<file path="src/rtl/muntjac_fpu_round_pipe.sv">
// Two-stage rounding and renormalisation pipeline for the FPU back end.
// Stage 1 decides the round-up and increments; stage 2 renormalises and saturates.
module muntjac_fpu_round_pipe #(
   parameter int unsigned SigWidth = 24,
   parameter int unsigned ExpWidth = 10,
   parameter int unsigned MaxExp   = 255
) (
   input  logic                clk_i,
   input  logic                rst_ni,
   input  logic                in_valid_i,
   output logic                in_ready_o,
   input  logic [2:0]          in_rm_i,
   input  logic                in_sign_i,
   input  logic [ExpWidth-1:0] in_exp_i,
   input  logic [SigWidth+1:0] in_sig_i,
   output logic                out_valid_o,
   input  logic                out_ready_i,
   output logic                out_sign_o,
   output logic [ExpWidth-1:0] out_exp_o,
   output logic [SigWidth-1:0] out_sig_o,
   output logic                out_inexact_o,
   output logic                out_overflow_o,
   output logic [1:0]          flags_o,
   input  logic                flags_clear_i
);

   localparam logic [ExpWidth-1:0]        MaxExpW    = ExpWidth'(MaxExp);
   localparam logic [ExpWidth-1:0]        MaxFinExpW = ExpWidth'(MaxExp - 1);
   localparam logic signed [ExpWidth:0]   MaxExpExt  = (ExpWidth+1)'(MaxExp);

   function automatic logic round_up(input logic [2:0] rm, input logic sign,
                                     input logic l, input logic r, input logic s);
      logic up;
      case (rm)
         3'd0:    up = r & (s | l);
         3'd2:    up = sign & (r | s);
         3'd3:    up = ~sign & (r | s);
         3'd4:    up = r;
         default: up = 1'b0;
      endcase
      return up;
   endfunction

   function automatic logic sat_to_inf(input logic [2:0] rm, input logic sign);
      logic inf;
      case (rm)
         3'd0, 3'd4: inf = 1'b1;
         3'd2:       inf = sign;
         3'd3:       inf = ~sign;
         default:    inf = 1'b0;
      endcase
      return inf;
   endfunction

   logic                s1_valid_q, s1_valid_d;
   logic                s2_valid_q, s2_valid_d;
   logic                s1_en_s, s2_en_s;
   logic [SigWidth:0]   s1_sig_q, s1_sig_d;
   logic                s1_sign_q, s1_inexact_q;
   logic [ExpWidth-1:0] s1_exp_q;
   logic [2:0]          s1_rm_q;
   logic                out_sign_q, out_inexact_q, out_overflow_q;
   logic [ExpWidth-1:0] out_exp_q, out_exp_d;
   logic [SigWidth-1:0] out_sig_q, out_sig_d;
   logic                out_inexact_d, out_overflow_d;
   logic [1:0]          flags_q, flags_d;
   logic                carry_s;
   logic [ExpWidth:0]   exp_ext_s;
   logic [SigWidth-1:0] norm_sig_s;

   // A stage may load when it is empty or its successor is draining it.
   always_comb begin
      s2_en_s    = ~s2_valid_q | out_ready_i;
      s1_en_s    = ~s1_valid_q | s2_en_s;
      s1_valid_d = s1_en_s ? in_valid_i : s1_valid_q;
      s2_valid_d = s2_en_s ? s1_valid_q : s2_valid_q;
      s1_sig_d   = {1'b0, in_sig_i[SigWidth+1:2]}
                 + {{SigWidth{1'b0}}, round_up(in_rm_i, in_sign_i, in_sig_i[2],
                                               in_sig_i[1], in_sig_i[0])};
   end

   // Stage valid registers.
   always_ff @(posedge clk_i or negedge rst_ni) begin
      if (!rst_ni) begin
         s1_valid_q <= 1'b0;
         s2_valid_q <= 1'b0;
      end else begin
         s1_valid_q <= s1_valid_d;
         s2_valid_q <= s2_valid_d;
      end
   end

   // Stage 1 data: incremented significand plus operand context.
   always_ff @(posedge clk_i or negedge rst_ni) begin
      if (!rst_ni) begin
         s1_sig_q     <= '0;
         s1_sign_q    <= 1'b0;
         s1_exp_q     <= '0;
         s1_rm_q      <= 3'd0;
         s1_inexact_q <= 1'b0;
      end else if (s1_en_s && in_valid_i) begin
         s1_sig_q     <= s1_sig_d;
         s1_sign_q    <= in_sign_i;
         s1_exp_q     <= in_exp_i;
         s1_rm_q      <= in_rm_i;
         s1_inexact_q <= in_sig_i[1] | in_sig_i[0];
      end else begin
         s1_sig_q     <= s1_sig_q;
         s1_sign_q    <= s1_sign_q;
         s1_exp_q     <= s1_exp_q;
         s1_rm_q      <= s1_rm_q;
         s1_inexact_q <= s1_inexact_q;
      end
   end

   // Carry-out of the increment means the significand was all ones: shift and bump exponent.
   always_comb begin
      carry_s        = s1_sig_q[SigWidth];
      norm_sig_s     = carry_s ? s1_sig_q[SigWidth:1] : s1_sig_q[SigWidth-1:0];
      exp_ext_s      = {s1_exp_q[ExpWidth-1], s1_exp_q} + {{ExpWidth{1'b0}}, carry_s};
      out_overflow_d = $signed(exp_ext_s) >= $signed(MaxExpExt);
      out_inexact_d  = s1_inexact_q | out_overflow_d;
      if (!out_overflow_d) begin
         out_exp_d = exp_ext_s[ExpWidth-1:0];
         out_sig_d = norm_sig_s;
      end else if (sat_to_inf(s1_rm_q, s1_sign_q)) begin
         out_exp_d = MaxExpW;
         out_sig_d = '0;
      end else begin
         out_exp_d = MaxFinExpW;
         out_sig_d = '1;
      end
   end

   // Stage 2 output registers, held while the consumer stalls.
   always_ff @(posedge clk_i or negedge rst_ni) begin
      if (!rst_ni) begin
         out_sign_q     <= 1'b0;
         out_exp_q      <= '0;
         out_sig_q      <= '0;
         out_inexact_q  <= 1'b0;
         out_overflow_q <= 1'b0;
      end else if (s2_en_s && s1_valid_q) begin
         out_sign_q     <= s1_sign_q;
         out_exp_q      <= out_exp_d;
         out_sig_q      <= out_sig_d;
         out_inexact_q  <= out_inexact_d;
         out_overflow_q <= out_overflow_d;
      end else begin
         out_sign_q     <= out_sign_q;
         out_exp_q      <= out_exp_q;
         out_sig_q      <= out_sig_q;
         out_inexact_q  <= out_inexact_q;
         out_overflow_q <= out_overflow_q;
      end
   end

   // Flags from a retiring result survive a coincident clear.
   always_comb begin
      flags_d = flags_clear_i ? 2'b00 : flags_q;
      if (s2_valid_q && out_ready_i) begin
         flags_d = flags_d | {out_overflow_q, out_inexact_q};
      end else begin
         flags_d = flags_d;
      end
   end

   // Sticky exception flag register.
   always_ff @(posedge clk_i or negedge rst_ni) begin
      if (!rst_ni) begin
         flags_q <= 2'b00;
      end else begin
         flags_q <= flags_d;
      end
   end

   assign in_ready_o     = s1_en_s;
   assign out_valid_o    = s2_valid_q;
   assign out_sign_o     = out_sign_q;
   assign out_exp_o      = out_exp_q;
   assign out_sig_o      = out_sig_q;
   assign out_inexact_o  = out_inexact_q;
   assign out_overflow_o = out_overflow_q;
   assign flags_o        = flags_q;

endmodule

</file>
<file path="config.mk">
export PLATFORM = sky130hd
export DESIGN_NAME = muntjac_fpu_round_pipe
export DESIGN_NICKNAME = d
export VERILOG_FILES = /design/src/rtl/muntjac_fpu_round_pipe.sv
export SDC_FILE = /design/constraint.sdc
export NUM_CORES = 1
export LEC_CHECK = 0
export BUFFER_PORTS_ARGS = -buffer_cell sky130_fd_sc_hd__buf_2
export CORE_AREA = 2 2 88 90
export CTS_CLUSTER_DIAMETER = 60
export DETAILED_ROUTE_END_ITERATION = 16
export DIE_AREA = 0 0 90 92
export PLACE_DENSITY = 0.83
export RECOVER_POWER = 50
export SLEW_MARGIN = 25
export SYNTH_ARGS = -nofsm -noshare
export SYNTH_HDL_FRONTEND = slang
export SYNTH_SLANG_ARGS = --single-unit
</file>
<file path="constraint.sdc">
create_clock -name clk_i -period 6.6 [get_ports clk_i]
set_clock_uncertainty 0.1 [all_clocks]
set_input_delay 0.33 -clock clk_i [delete_from_list [all_inputs] [get_ports clk_i]]
set_output_delay 0.33 -clock clk_i [all_outputs]
set_load 0.1 [all_outputs]
</file>
======== Word-level counts from Yosys, hierarchy flattened ========
Index checks and enable logic that the tools add are counted.
word-level totals
  output and inout bits ................... 41
  flip-flop bits (word level) ............. 81
  logic and storage cells ................. 51
  input port bits ......................... 45
cells by class
  mux-type cells .......................... 10
  order comparisons ....................... 1
  bitwise operators ....................... 13
  add/subtract/negate cells ............... 2
  reduce and logical (&&, ||, !) cells .... 6
  equal/unequal tests ..................... 6
operator list
  cell                 count
  $mux 24              3
  $add 24x1->25        1
  $eq 3x2->1 const B   4
  $add 10x2->11        1
  $ge 11x9->1 const B  1
  $mux 10              1
  $eq 3x3->1 const B   2
  $logic_not 3->1      2
  $or 1x1->1           5
  $mux 2               2
  $not 1->1            4
  $pmux 1 s4           1
  $and 1x1->1          3
  $logic_and 1x1->1    3
  $pmux 1 s3           1
  $mux 1               2
  $or 2x2->2           1
  $reduce_or 2->1      1

======== Depth between registers and ports, before layout ========
  depth after elaboration ................. 6
  mapped depth ............................ 12

======== Worst setup path after synthesis ========
OpenSTA, ideal clock, no wires.
  kind .................................... register -> register
  start point ............................. register s2_valid_q (netlist: out_valid_o)
  end point ............................... register s1_exp_q[0]
  stages on the path, launching flop included .. 5
  data required time ...................... 6.375 ns
  path slack .............................. 3.109 ns
  path buffers ............................ 1
  period minus slack after synthesis ...... 3.491 ns
  data arrival time ....................... 3.266 ns
  cells stage by stage .................... dfrtp_1 -> nand3b_1 -> nand2_1 -> clkbuf_1 -> mux2_2
on the way
  cells in the longest elaborated chain, start to end .. 4
RTL lines
  element                   line  text
  start: declaration        56    logic s2_valid_q, s2_valid_d;
  start signal: assignment  89    s2_valid_q <= s2_valid_d;
  $not 1->1                 73    s2_en_s = ~s2_valid_q | out_ready_i;
  $or 1x1->1                73
  $or 1x1->1                74    s1_en_s = ~s1_valid_q | s2_en_s;
  named net in_ready_o      11    output logic in_ready_o,
  $logic_and 1x1->1         101   end else if (s1_en_s && in_valid_i) begin
  end signal: assignment    104   s1_exp_q <= in_exp_i;
  end signal: assignment    110   s1_exp_q <= s1_exp_q;
  end: declaration          60    logic [ExpWidth-1:0] s1_exp_q;
The timed path passes the listed nets, and every way through them passes these cells.
A chain may end at the register's enable or synchronous reset.

======== Worst setup path after layout ========
  start point ............................. register s1_sig_q[24]
  end point ............................... register out_sig_q[19] (netlist: out_sig_o[19])
on the way
  cells in the longest elaborated chain, start to end .. 3
  elaborated cells on any way between the ends .. 4
  classes of those cells .................. add/sub (1); order compare (1); mux (2)
RTL lines
  element                   line  text
  start: declaration        58    logic [SigWidth:0] s1_sig_q, s1_sig_d;
  start signal: assignment  102   s1_sig_q <= s1_sig_d;
  start signal: assignment  108   s1_sig_q <= s1_sig_q;
  $add 10x2->11             120   exp_ext_s = {s1_exp_q[ExpWidth-1], s1_exp_q} + {{ExpWidth{1'b0}}, carry_s};
  $ge 11x9->1               121   out_overflow_d = $signed(exp_ext_s) >= $signed(MaxExpExt);
  $mux 24 (*)               123   if (!out_overflow_d) begin
  end signal: assignment    146   out_sig_q <= out_sig_d;
  end signal: assignment    152   out_sig_q <= out_sig_q;
  end: declaration          64    logic [SigWidth-1:0] out_sig_q, out_sig_d;
Mark *: on every way between the ends. The rest lies on a longest branch, timed or not.

==> flow_metrics.py <==
metrics = {
    "logic_synthesis": {
        "synth_xor_area_share_pct": 5.82,
        "synth-compound-area-share_pct": 15.0,
        "synthSimpleGateAreaFrac_pct": 15.5,
        "synth_top_area_cell": "dfrtp_1",
        "syn_avg_cell_area_sq_um": 10.4,
        "synth_fa_ha_area_share_pct": 1.48,
        "synth_mux_area_share_pct": 10.5,
        "synthTopCellsByCount": "dfrtp_1, nor2_1, nand2_1, o21ai_0, mux2i_1",
        "synth-edff-count": 0,
        "ys_warn_count": 0,
        "ys_types": 39,
        "synth-main-ff-cell": "dfrtp_1",
        "ys_seq_area_share_pct": 48.1,
        "synthArstFlopShare_pct": 100,
        "synth.most_common_cell": "dfrtp_1",
        "synth_area_leaders": "dfrtp_1, a311oi_2, mux2i_1",
        "synth_fp_nets": 457,
        "netlist.area_leader.share_pct": 48.1,
        "syn_area_sq_mm": 0.00421,
        "ys_ff_latch": 81,
        "netlist_instances": 407,
        "synth_top_family_by_area": "simple AND/OR/NAND/NOR gates",
    },
    "clocking": {
        "clk_latency_ns": 0.34,
        "clock_sinks": 81,
        "cts_tree": "done",
        "numCtsBuffers": 9,
        "cts_root_buf": "clkbuf_8",
        "cts_max_level": 3,
        "path_clk_slew_ns": 0.08,
        "clk_path_buf_depth": 2,
        "cts_setup_buffers": 0,
    },
    "route": {
        "drc_errors": 0,
        "via_per_inst": 5.67,
        "drt_iter0_drc": 183,
        "wl_per_cell_um": 15.2,
        "ant_nets": 0,
        "dr.pass1.iters": 5,
        "vias": 3331,
        "wl_um": 8930,
    },
    "pwr": {
        "peakVddDrop_mv": 0.166,
        "p_leak_nw": 1.98,
        "powerDensity_mw_per_mm2": 383,
        "p_total_mw": 1.87,
    },
    "placement": {
        "place.gp.congestion": 0.888,
        "port_buffers": 85,
        "dpl_cell_area_sq_mm": 0.00468,
        "dp_hpwl_um": 6230,
        "dp_slack_ns": 3.57,
    },
    "global_routing": {
        "grt_pass1_vias": 3082,
        "grt_pass1_wl_um": 15000,
        "grt_overflow": 0,
        "track_usage_pct": 22.5,
        "grt_start_max_net_pins": 82,
        "antenna_found_initial": 0,
    },
    "worst_setup_path": {
        "cp-start-kind": "register",
        "crit_type": "reg -> reg",
        "cp_data_arrival_time_ns": 3.17,
        "slowest_delay_ns": 0.47,
        "end_kind": "register",
        "slowest_stage": "nor3_1",
        "cpMostUsedCell": "ha_1",
        "crit_chain": "ha_1, ha_1, inv_1, nor3_1, nor2_1, a311oi_1, or2_1, buf_4, a311oi_2",
        "critPathRequiredTime_ns": 6.68,
        "reg2reg_depth": 9,
        "crit_fanout": 34,
    },
    "floorplan": {
        "num_rows": 32,
        "core_area_sq_mm": 0.00745,
        "die_x_um": 90,
        "start_util_pct": 56.6,
        "die-height_um": 92,
        "ioPinCount": 86,
        "die_area_sq_mm": 0.00828,
    },
    "job": {
        "cap_violations": 0,
    },
    "sta": {
        "tns_ns": 0,
        "fin_crit_sh_pct": 46.9,
        "drv_slew": 0,
        "fin_crit_ns": 3.09,
        "fmax_mhz": 323,
        "slew-limit-headroom_pct": 21.6,
        "tightest_slew_ns": 1.18,
        "setup_ws_ns": 3.51,
        "hold_viol_final": 0,
        "rsz0062_at_grt": "no",
        "setup_viol": 0,
    },
    "final_layout": {
        "num_antenna_cells": 0,
        "nNetsFinal": 531,
        "drive_gt1_share_pct": 26.6,
        "stdcell_area_sq_mm": 0.00487,
        "final_core_util_pct": 65.4,
        "synthToLayoutAreaGrowth_pct": 15.6,
    },
    "run_status": {
        "status": "finished clean",
    },
    "hold_path": {
        "hp-class": "in -> reg",
        "hold_depth": 2,
    },
}
power by group:
| group | internal, mW | total, mW | switching [mW] |
|---|---|---|---|
| sequential | 0.598 | 0.673 | 0.0751 |
| combinational | 0.158 | 0.835 | 0.676 |
| clock | 0.194 | 0.359 | 0.165 |
through the flow:
stage / std cells / hold WS, ns
2_1_floorplan: 407 / -0.0656
3_3_place_gp: 571 / 0.356
3_5_place_dp: 571 / 0.365
4_1_cts: 586 / 0.0758
5_1_grt: 587 / 0.0876
6_report: 587 / 0.0820
critical path: cells and delay by family (launching register included):
family          cells  cell delay, ns
simple gates        3            0.71
compound gates      2            0.63
fa+ha+maj           2            0.62
buf+inv             2            0.50
flops               1            0.36
routing by layer:
metal  share of wire, %  global-route usage [%]  vias to the layer above
li1                   -                       -                     1586
met1                 44                    31.6                     1601
met2                 47                    34.0                      127
met3                7.1                    5.34                       17
met4                2.4                    8.85                        0
met5                  0                       0                        -
kinds of logic after synthesis:
group	count (synthesis)
fa+ha+maj	5
simple gates	144
compound gates	75
xor+xnor	28
buf+inv	32
mux	42
flops	81
cells in the final DEF, fill, tap and decap left out, types with 2 or more instances in the layout:
cell / instances
xor2_1: 15
nand3_1: 18
nor3_1: 3
a21oi_1: 8
o22ai_1: 2
nor2_1: 48
a311oi_1: 5
buf_2: 68
o21ai_0: 27
nand2b_1: 3
xnor2_1: 13
and3_1: 6
mux2_2: 18
buf_4: 4
and4_1: 2
a311oi_2: 20
a31oi_1: 7
mux2i_1: 24
clkbuf_8: 11
and2_1: 3
nand2_1: 46
clkbuf_1: 18
inv_1: 5
ha_1: 5
nand4_1: 6
dfrtp_1: 81
state kept, by name, indices dropped and copies added, names as in the netlist:
register	cells
out_exp_o	10
s1_valid_q	1
s1_rm_q	3
out_inexact_o	1
out_sig_o	24
out_valid_o	1
out_overflow_o	1
s1_sign_q	1
out_sign_o	1
s1_exp_q	10
flags_o	2
s1_inexact_q	1
s1_sig_q	25
worst paths after layout:
path,from,endpoint,slack (ns)
max,s1_sig_q[24],out_sig_o[19],3.51
min,flags_clear_i,flags_o[0],0.08
max reg2reg,s1_sig_q[24],out_sig_o[19],3.51
min reg2reg,out_exp_o[8],out_exp_o[8],0.39
max in group asynchronous,rst_ni,s1_sign_q,5.44
min in group asynchronous,rst_ni,out_sig_o[9],0.48
what timing repair did:
| item | 4_1_cts | 5_1_grt |
|---|---|---|
| resized for setup | 0 | 0 |
| hold buffers | 0 | 1 |
| hold endpoints to repair | 0 | 75 |
| setup endpoints to repair | 0 | 0 |
layout make-up:
class                   count  area, sq um
fillers                   624         2570
multi-input cells         294         2050
flip-flops and latches     81         2030
repair buffers             90          452
clock buffers              13          159
well taps                 102          128
clock inverters             2         37.5
inverters                   5         18.8
Power figures use the tool's default switching activity.
